===== src/rtl/minterm_matcher_pkg.sv =====
// rtl/minterm_matcher_pkg.sv - pattern record, reset constants and default minterm table
package minterm_pkg;

    localparam int MAX_IN_W = 16;

    typedef struct packed {
        logic [MAX_IN_W-1:0] val;
        logic [MAX_IN_W-1:0] care;
        logic                en;
    } pattern_t;

    localparam logic [MAX_IN_W-1:0] PAT_RST_VAL  = '0;
    localparam logic [MAX_IN_W-1:0] PAT_RST_CARE = '1;
    localparam logic                PAT_RST_EN   = 1'b0;

    // Table of the legacy fixed detectors, {X,Y,Z,K,M} order, every bit compared
    localparam int         N_DEFAULT    = 14;
    localparam logic [4:0] DEFAULT_CARE = 5'b11111;
    localparam logic [4:0] DEFAULT_MINTERMS [N_DEFAULT] = '{
        5'b00010, 5'b00011, 5'b00100, 5'b00101, 5'b00110, 5'b00111, 5'b01000,
        5'b01001, 5'b01010, 5'b01011, 5'b01100, 5'b01101, 5'b01110, 5'b01111
    };

    function automatic logic pat_hit(input pattern_t p, input logic [MAX_IN_W-1:0] v);
        return p.en && (((v ^ p.val) & p.care) == '0);
    endfunction

endpackage


===== src/rtl/minterm_matcher_if.sv =====
// rtl/minterm_matcher_if.sv - pattern configuration write channel
interface minterm_matcher_if #(
    parameter int IN_W  = 5,
    parameter int N_PAT = 14,
    parameter int IDX_W = (N_PAT > 1) ? $clog2(N_PAT) : 1
);
    logic             cfg_we;
    logic [IDX_W-1:0] cfg_idx;
    logic [IN_W-1:0]  cfg_val;
    logic [IN_W-1:0]  cfg_care;
    logic             cfg_en;
    logic             cfg_ready;
    logic             cfg_err;

    modport master (
        output cfg_we, cfg_idx, cfg_val, cfg_care, cfg_en,
        input  cfg_ready, cfg_err
    );

    modport slave (
        input  cfg_we, cfg_idx, cfg_val, cfg_care, cfg_en,
        output cfg_ready, cfg_err
    );
endinterface


===== src/rtl/minterm_matcher_slot.sv =====
// rtl/minterm_matcher_slot.sv - one pattern slot: register, compare, hold qualify, edge, sticky
// Hit counter present only when MATCH_COUNT_EN is defined.
module minterm_slot
    import minterm_pkg::*;
#(
    parameter int IN_W  = 5,
    parameter int HOLD  = 2,
    parameter int CNT_W = 8
) (
    input  logic            clk,
    input  logic            rst,
    input  logic [IN_W-1:0] in_q,
    input  logic            wr,
    input  logic [IN_W-1:0] wr_val,
    input  logic [IN_W-1:0] wr_care,
    input  logic            wr_en,
    input  logic            sticky_clr,
    output logic            match,
    output logic            match_pulse,
    output logic            sticky
`ifdef MATCH_COUNT_EN
    ,
    output logic [CNT_W-1:0] hit_cnt
`endif
);
    localparam int             HW     = (HOLD > 0) ? $clog2(HOLD + 1) : 1;
    localparam logic [HW-1:0]  HOLD_C = HW'(HOLD);

    pattern_t      pat;
    logic [HW-1:0] cnt;
    logic          match_q;
    logic          raw_hit;

    assign raw_hit = pat_hit(pat, MAX_IN_W'(in_q));
    assign match   = (cnt == HOLD_C);

    always_ff @(posedge clk) begin
        if (rst) begin
            pat         <= '{val: PAT_RST_VAL, care: PAT_RST_CARE, en: PAT_RST_EN};
            cnt         <= '0;
            match_q     <= 1'b0;
            match_pulse <= 1'b0;
            sticky      <= 1'b0;
        end else begin
            // A rewrite restarts qualification silently; history is kept
            if (wr) begin
                pat         <= '{val: MAX_IN_W'(wr_val), care: MAX_IN_W'(wr_care), en: wr_en};
                cnt         <= '0;
                match_q     <= 1'b0;
                match_pulse <= 1'b0;
            end else begin
                if (!raw_hit)
                    cnt <= '0;
                else if (cnt != HOLD_C)
                    cnt <= cnt + 1'b1;
                match_q     <= match;
                match_pulse <= match & ~match_q;
            end
            sticky <= match_pulse | (sticky & ~sticky_clr);
        end
    end

`ifdef MATCH_COUNT_EN
    always_ff @(posedge clk) begin
        if (rst)
            hit_cnt <= '0;
        else if (sticky_clr)
            hit_cnt <= CNT_W'(match_pulse);
        else if (match_pulse && (hit_cnt != '1))
            hit_cnt <= hit_cnt + 1'b1;
    end
`endif

endmodule


===== src/rtl/minterm_matcher.sv =====
// rtl/minterm_matcher.sv - N_PAT programmable minterm matcher with hold qualification
// Optional per-slot hit counters and hit_cnt port under MATCH_COUNT_EN.
module minterm_matcher
    import minterm_pkg::*;
#(
    parameter int IN_W  = 5,
    parameter int N_PAT = 14,
    parameter int HOLD  = 2,
    parameter int CNT_W = 8
) (
    input  logic              clk,
    input  logic              rst,
    input  logic [IN_W-1:0]   in_vec,
    minterm_matcher_if.slave  cfg,
    input  logic              sticky_clr,
    output logic [N_PAT-1:0]  match,
    output logic [N_PAT-1:0]  match_pulse,
    output logic [N_PAT-1:0]  sticky,
    output logic              any_match
`ifdef MATCH_COUNT_EN
    ,
    output logic [N_PAT*CNT_W-1:0] hit_cnt
`endif
);
    localparam int IDX_W = (N_PAT > 1) ? $clog2(N_PAT) : 1;

    if (HOLD < 1 || CNT_W < 1 || IN_W > MAX_IN_W) begin : g_illegal_params
    end

    logic [IN_W-1:0] in_q;
    logic            ready_q;
    logic            err_q;
    logic            accept;
    logic            in_range;

    assign accept   = cfg.cfg_we & ready_q;
    assign in_range = {1'b0, cfg.cfg_idx} < (IDX_W + 1)'(N_PAT);

    // Every accepted write, valid or not, costs one dead cycle on the channel
    always_ff @(posedge clk) begin
        if (rst) begin
            in_q    <= '0;
            ready_q <= 1'b1;
            err_q   <= 1'b0;
        end else begin
            in_q    <= in_vec;
            ready_q <= ~accept;
            err_q   <= accept & ~in_range;
        end
    end

    assign cfg.cfg_ready = ready_q;
    assign cfg.cfg_err   = err_q;
    assign any_match     = |match;

    for (genvar i = 0; i < N_PAT; i++) begin : g_slot
        logic wr;
        assign wr = accept & in_range & (cfg.cfg_idx == IDX_W'(i));

        minterm_slot #(
            .IN_W  (IN_W),
            .HOLD  (HOLD),
            .CNT_W (CNT_W)
        ) u_slot (
            .clk         (clk),
            .rst         (rst),
            .in_q        (in_q),
            .wr          (wr),
            .wr_val      (cfg.cfg_val),
            .wr_care     (cfg.cfg_care),
            .wr_en       (cfg.cfg_en),
            .sticky_clr  (sticky_clr),
            .match       (match[i]),
            .match_pulse (match_pulse[i]),
            .sticky      (sticky[i])
`ifdef MATCH_COUNT_EN
            ,
            .hit_cnt     (hit_cnt[i*CNT_W +: CNT_W])
`endif
        );
    end

endmodule


===== src/flat_wrapper.sv =====
// flat-port wrapper written by rule: the top's interface ports become plain ports
module minterm_matcher_flat import minterm_pkg::*;
#(
    parameter int IN_W  = 5,
    parameter int N_PAT = 14,
    parameter int HOLD  = 2,
    parameter int CNT_W = 8
)
  (clk, rst, in_vec, sticky_clr, match, match_pulse, sticky, any_match, cfg_cfg_we, cfg_cfg_idx, cfg_cfg_val, cfg_cfg_care, cfg_cfg_en, cfg_cfg_ready, cfg_cfg_err);
  minterm_matcher_if #(.IN_W(IN_W), .N_PAT(N_PAT)) cfg_i ();
  input  logic clk;
  input  logic rst;
  input  logic [IN_W-1:0] in_vec;
  input  logic sticky_clr;
  output logic [N_PAT-1:0] match;
  output logic [N_PAT-1:0] match_pulse;
  output logic [N_PAT-1:0] sticky;
  output logic any_match;
  input wire logic [$bits(cfg_i.cfg_we)-1:0] cfg_cfg_we;
  input wire logic [$bits(cfg_i.cfg_idx)-1:0] cfg_cfg_idx;
  input wire logic [$bits(cfg_i.cfg_val)-1:0] cfg_cfg_val;
  input wire logic [$bits(cfg_i.cfg_care)-1:0] cfg_cfg_care;
  input wire logic [$bits(cfg_i.cfg_en)-1:0] cfg_cfg_en;
  output wire logic [$bits(cfg_i.cfg_ready)-1:0] cfg_cfg_ready;
  output wire logic [$bits(cfg_i.cfg_err)-1:0] cfg_cfg_err;
  assign cfg_i.cfg_we = cfg_cfg_we;
  assign cfg_i.cfg_idx = cfg_cfg_idx;
  assign cfg_i.cfg_val = cfg_cfg_val;
  assign cfg_i.cfg_care = cfg_cfg_care;
  assign cfg_i.cfg_en = cfg_cfg_en;
  assign cfg_cfg_ready = cfg_i.cfg_ready;
  assign cfg_cfg_err = cfg_i.cfg_err;
  minterm_matcher #(.IN_W(IN_W), .N_PAT(N_PAT), .HOLD(HOLD), .CNT_W(CNT_W)) u_core (.clk(clk), .rst(rst), .in_vec(in_vec), .cfg(cfg_i), .sticky_clr(sticky_clr), .match(match), .match_pulse(match_pulse), .sticky(sticky), .any_match(any_match));
endmodule

===== config.mk =====
export PLATFORM = sky130hd
export DESIGN_NAME = minterm_matcher_flat
export DESIGN_NICKNAME = d
export VERILOG_FILES = /design/src/rtl/minterm_matcher_pkg.sv /design/src/rtl/minterm_matcher_if.sv /design/src/rtl/minterm_matcher_slot.sv /design/src/rtl/minterm_matcher.sv /design/src/flat_wrapper.sv
export SDC_FILE = /design/constraint.sdc
export NUM_CORES = 1
export LEC_CHECK = 0
export ABC_AREA = 1
export CAP_MARGIN = 15
export CORE_MARGIN = 10
export CORE_UTILIZATION = 47
export CTS_BUF_LIST = sky130_fd_sc_hd__clkbuf_8
export CTS_CLUSTER_SIZE = 14
export DETAILED_ROUTE_END_ITERATION = 8
export GPL_ROUTABILITY_DRIVEN = 0
export HOLD_SLACK_MARGIN = 0.02
export PLACE_DENSITY = 0.66
export RECOVER_POWER = 50
export SLEW_MARGIN = 20
export SYNTH_ARGS = -nofsm -noshare
export SYNTH_HDL_FRONTEND = slang
export SYNTH_SLANG_ARGS = --single-unit

===== constraint.sdc =====
create_clock -name clk -period 3.2 [get_ports clk]
set_input_delay 0.32 -clock clk [delete_from_list [all_inputs] [get_ports clk]]
set_output_delay 0.32 -clock clk [all_outputs]
set_load 0.03 [all_outputs]

; Word-level counts from Yosys, hierarchy flattened
; Index checks and enable logic that the tools add are counted.
[word_totals]
regBits = 385
input_bits = 24
output_inout_bits = 45
word_cells = 333
[classes]
add_sub_neg = 14
order_cmp = 1
n_eq_ne = 41
n_bitwise = 118
n_reduce_logical = 58
[ops]
columns = cell, n
row1 = 16-bit AND, 14
row2 = 16-bit logical NOT, 14
row3 = 5-bit bitwise XOR, 14
row4 = 1-bit AND, 45
row5 = 3-bit OR reduction, 14
row6 = 1-bit inverter, 31
row7 = 2-bit by 1-bit adder with 2-bit output (second input constant), 14
row8 = 2-bit == test (second input constant), 14
row9 = 2-bit inequality test (second input constant), 14
row10 = 2-bit OR reduction, 14
row11 = 4-bit == test (second input constant), 6
row12 = 4-bit by 3-bit == test with 1-bit output (second input constant), 4
row13 = 1-bit logical AND, 14
row14 = 1-bit OR, 14
row15 = 14-bit OR reduction, 1
row16 = 4-bit by 2-bit == test with 1-bit output (second input constant), 2
row17 = 4-bit by 1-bit == test with 1-bit output (second input constant), 1
row18 = 4-bit logical NOT, 1
row19 = 4-bit less-than comparator (second input constant), 1

; Logic depth before layout (Yosys ltp)
[depth]
ltp_word = 6
ltp_mapped = 9
depth_no_buf = 9

; By module
; A second synthesis with hierarchy kept.
[unflattened]
hier_cells = 1141
area_unflattened_um2 = 9253.9
[by_module_without_submodules]
columns = module, n_inst, cells_per_inst, area_each_um2, seq_area_each_um2
row1 = minterm_slot, 14, 76, 630.6, 320.3
row2 = minterm_matcher, 1, 77, 425.4, 140.1

; Worst setup path before layout
; Ideal clock, no wire load.
[synth_timing]
path_kind = flip-flop to output port
startpoint = reg u_core.g_slot[6].u_slot.cnt[0]
endpoint = out any_match
arrival_ns = 1.175
required_ns = 2.880
setup_slack_ns = 1.705
stages_incl_launch_ff = 5
path_buffers = 0
cell_sequence = dfxtp_1 inv_1 ha_1 nor4_1 nand3_1
[synth_via]
elab_chain_cells = 2
[synth_rtl]
columns = element, line
row1 = start: declaration, minterm_matcher_slot.sv:30  ; logic [HW-1:0] cnt;
row2 = start signal: assignment, minterm_matcher_slot.sv:55  ; cnt <= cnt + 1'b1;
row3 = 2-bit == test, minterm_matcher_slot.sv:35  ; assign match = (cnt == HOLD_C);
row4 = named net u_core.g_slot[6].u_slot.match, minterm_matcher_slot.sv:18  ; output logic match,
row5 = 14-bit OR reduction, minterm_matcher.sv:54  ; assign any_match = |match;
row6 = end: declaration, flat_wrapper.sv:18  ; output logic any_match;
; The timed path passes the listed nets, and every way through them passes these cells.

; Worst setup path after layout
[layout_timing]
startpoint = reg u_core.g_slot[0].u_slot.cnt[0]
endpoint = out any_match
[layout_via]
elab_chain_cells = 2
[layout_rtl]
columns = element, line
row1 = start: declaration, minterm_matcher_slot.sv:30
row2 = start signal: assignment, minterm_matcher_slot.sv:55
row3 = 2-bit == test, minterm_matcher_slot.sv:35
row4 = 14-bit OR reduction, minterm_matcher.sv:54
; No other way between the ends.

==> results.sh <==
export IMPL_nets=1414
export IMPL_avgSynthCellArea_um2=7.33
export IMPL_grt_overflow=0
export IMPL_grt_max_degree=51
export IMPL_rsz0062_at_grt="false"
export IMPL_wl_per_cell_um=15.3
export IMPL_mostFrequentLayoutCells="nand2_1, dfxtp_1, nor2_1"
export IMPL_grt_pass1_wl_um=41100
export IMPL_syn_instance_count=1364
export IMPL_yosysWarnings=0
export IMPL_drive_above_1_share_pct=6.65
export IMPL_antenna_found_initial=0
export IMPL_multi_input_area_mm2=0.00409
export IMPL_place_hpwl_um=16100
export IMPL_n_fill_cell=2094
export IMPL_slew_headroom_pct=-43.0
export IMPL_dr_pass1_iters=5
export IMPL_synth_top_cell_area_share_pct=46.2
export IMPL_wl_um=25600
export IMPL_maxCapViolations=2
export IMPL_clock_latency_ns=0.53
export IMPL_syn_nets=1402
export IMPL_tightestPinTransition_ns=2.15
export IMPL_status="finished, violations left"
export IMPL_power_leakage_nw=4.95
export IMPL_cts_buffers_inserted=39
export IMPL_arrival_ns=2.38
export IMPL_io_pins=69
export IMPL_min_period_over_period_pct=84.4
export IMPL_drc=0
export IMPL_io_buffers=68
export IMPL_cts_sinks=231
export IMPL_rows=53
export IMPL_ys_seq_area_share_pct=46.2
export IMPL_power_mw=5.81
export IMPL_fmax_mhz=370
export IMPL_ctsLongestPathBuffers=3
export IMPL_crit_fanout=5
export IMPL_die_height_um=166
export IMPL_cts_tree="done"
export IMPL_die_area_mm2=0.0275
export IMPL_synth_cell_types=28
export IMPL_seq_area_mm2=0.00462
export IMPL_peakVddDrop_uv=258
export IMPL_dieWidth_um=166
export IMPL_ant_nets=0
export IMPL_grt_pass1_vias=7755
export IMPL_hold_viol_final=0
export IMPL_fin_skew_ns=0.0181
export IMPL_diodes=0
export IMPL_htree_levels=2
export IMPL_required_ns=2.88
export IMPL_cts_hold_buf=0
export IMPL_violations="capacitance limit, slew limit"
export IMPL_power_density_mw_per_mm2=528
export IMPL_period_needed_ns=2.70
export IMPL_cts_root_buf="clkbuf_8"
export IMPL_grt_total_usage_pct=17.9
export IMPL_startpoint_type="flop"
export IMPL_path_class="reg -> out"
export IMPL_layout_cells_most_common="nand2_1"
export IMPL_coreArea_mm2=0.0210
export IMPL_path_clk_slew_ns=0.06
export IMPL_cp_end_kind="primary output"
export IMPL_setup_violations=0
export IMPL_start_util_pct=47.7
export IMPL_synth_top_cell_by_area="dfxtp_1"
export IMPL_netlist_area_mm2=0.0100
export IMPL_syn_to_final_growth_pct=10.1
export IMPL_vias_per_cell=4.99
export IMPL_report_final_slew_viol_count=81
export IMPL_cts_resized_gates=0
export IMPL_drtIter0Drc=740
export IMPL_cts_setup_buffers=0
export IMPL_ys_ff_latch=231
export IMPL_finalSetupTns_ns=0
export IMPL_via_count=8341
export IMPL_synth_area_leaders="dfxtp_1, nand2_1, nand3_1, nor2_1, inv_1"
export IMPL_worstHoldPathType="in -> reg"
## cell families after synthesis
family,share of synthesized area (%)
DFF,46.2
adders and majority gates,1.75
xor gates and xnor gates,1.05
and+or+nand+nor,32.1
AOI/OAI and AO/OA,6.99
buffers and inverters,11.9
## final cells by class
class / instances / share of cell area (%)
Clock buffer: 49 / 6.12
Clock inverter: 14 / 0.500
Inverter: 129 / 4.41
Multi-Input combinational cell: 897 / 37.1
Sequential cell: 231 / 42.0
Tap cell: 275 / 3.12
Timing Repair Buffer: 78 / 6.70
## per-layer routing
| layer | GRT usage [%] | vias to the layer above | part of all wire [%] |
|---|---|---|---|
| li1 | - | 4281 | - |
| met1 | 23.9 | 3791 | 47 |
| met2 | 28.7 | 238 | 44 |
| met3 | 3.93 | 31 | 7.2 |
| met4 | 4.85 | 0 | 1.4 |
| met5 | 0 | - | 0 |
## registers in the layout (all words and copies together), names as in the netlist
register,flops
u_core.g_slot.u_slot.match_pulse,14
u_core.cfg.cfg_ready,1
u_core.g_slot.u_slot.match_q,14
u_core.g_slot.u_slot.cnt,28
u_core.g_slot.u_slot.sticky,14
u_core.g_slot.u_slot.pat,154
u_core.in_q,5
u_core.cfg.cfg_err,1
## power by group
part / internal (mW) / switching, mW
clock: 1.36 / 1.13
sequential: 2.92 / 0.0285
combinational: 0.116 / 0.262
total: 4.39 / 1.42
## metrics by stage
stage                     setup slack [ns]  cell area, um^2  hold slack, ns  cells  utilization [%]
after detailed placement             0.904            10400           0.377   1610             49.6
after floorplan                       1.70            10000           0.373   1364                -
after global placement               0.943            10400           0.381   1610             49.6
after CTS                            0.434            11100           0.216   1673             53.1
after global routing                 0.316            11000           0.329   1673             52.5
final                                0.498            11000           0.318   1673             52.5
## Yosys cell counts (all sizes together)
library cell	count
nand2	324
a21oi	56
buf	79
nor2	199
inv	129
nand3	154
ha	14
o21ai	78
xor2	12
nor4	10
clkbuf	28
or2	22
o22ai	4
dfxtp	231
nor3	23
nand4	1
## final timing paths
check	depth (start not counted)	start	endpoint	slack [ns]
worst max-delay path	7	u_core.g_slot[0].u_slot.cnt[0]$_SDFFE_PP0N_	any_match	0.50
worst min-delay path	3	in_vec[0]	u_core.in_q[0]$_SDFF_PP0_	0.32
worst max register to register	7	u_core.cfg.cfg_ready$_SDFF_PP1_	u_core.g_slot[8].u_slot.pat[20]$_SDFFE_PP0P_	0.58
worst min register to register	1	u_core.g_slot[9].u_slot.match_q$_SDFF_PP0_	u_core.g_slot[9].u_slot.match_pulse$_SDFF_PP0_	0.39
## critical path: stages (launching register included)
cell and delay, ns:
dfxtp_1 0.34, inv_1 0.05, ha_1 0.25, inv_1 0.12, nand4_1 0.11, nor3_1 0.26
nand3_1 0.11, clkdlybuf4s50_1 0.62
No activity file was read; power rests on OpenSTA's default activity.
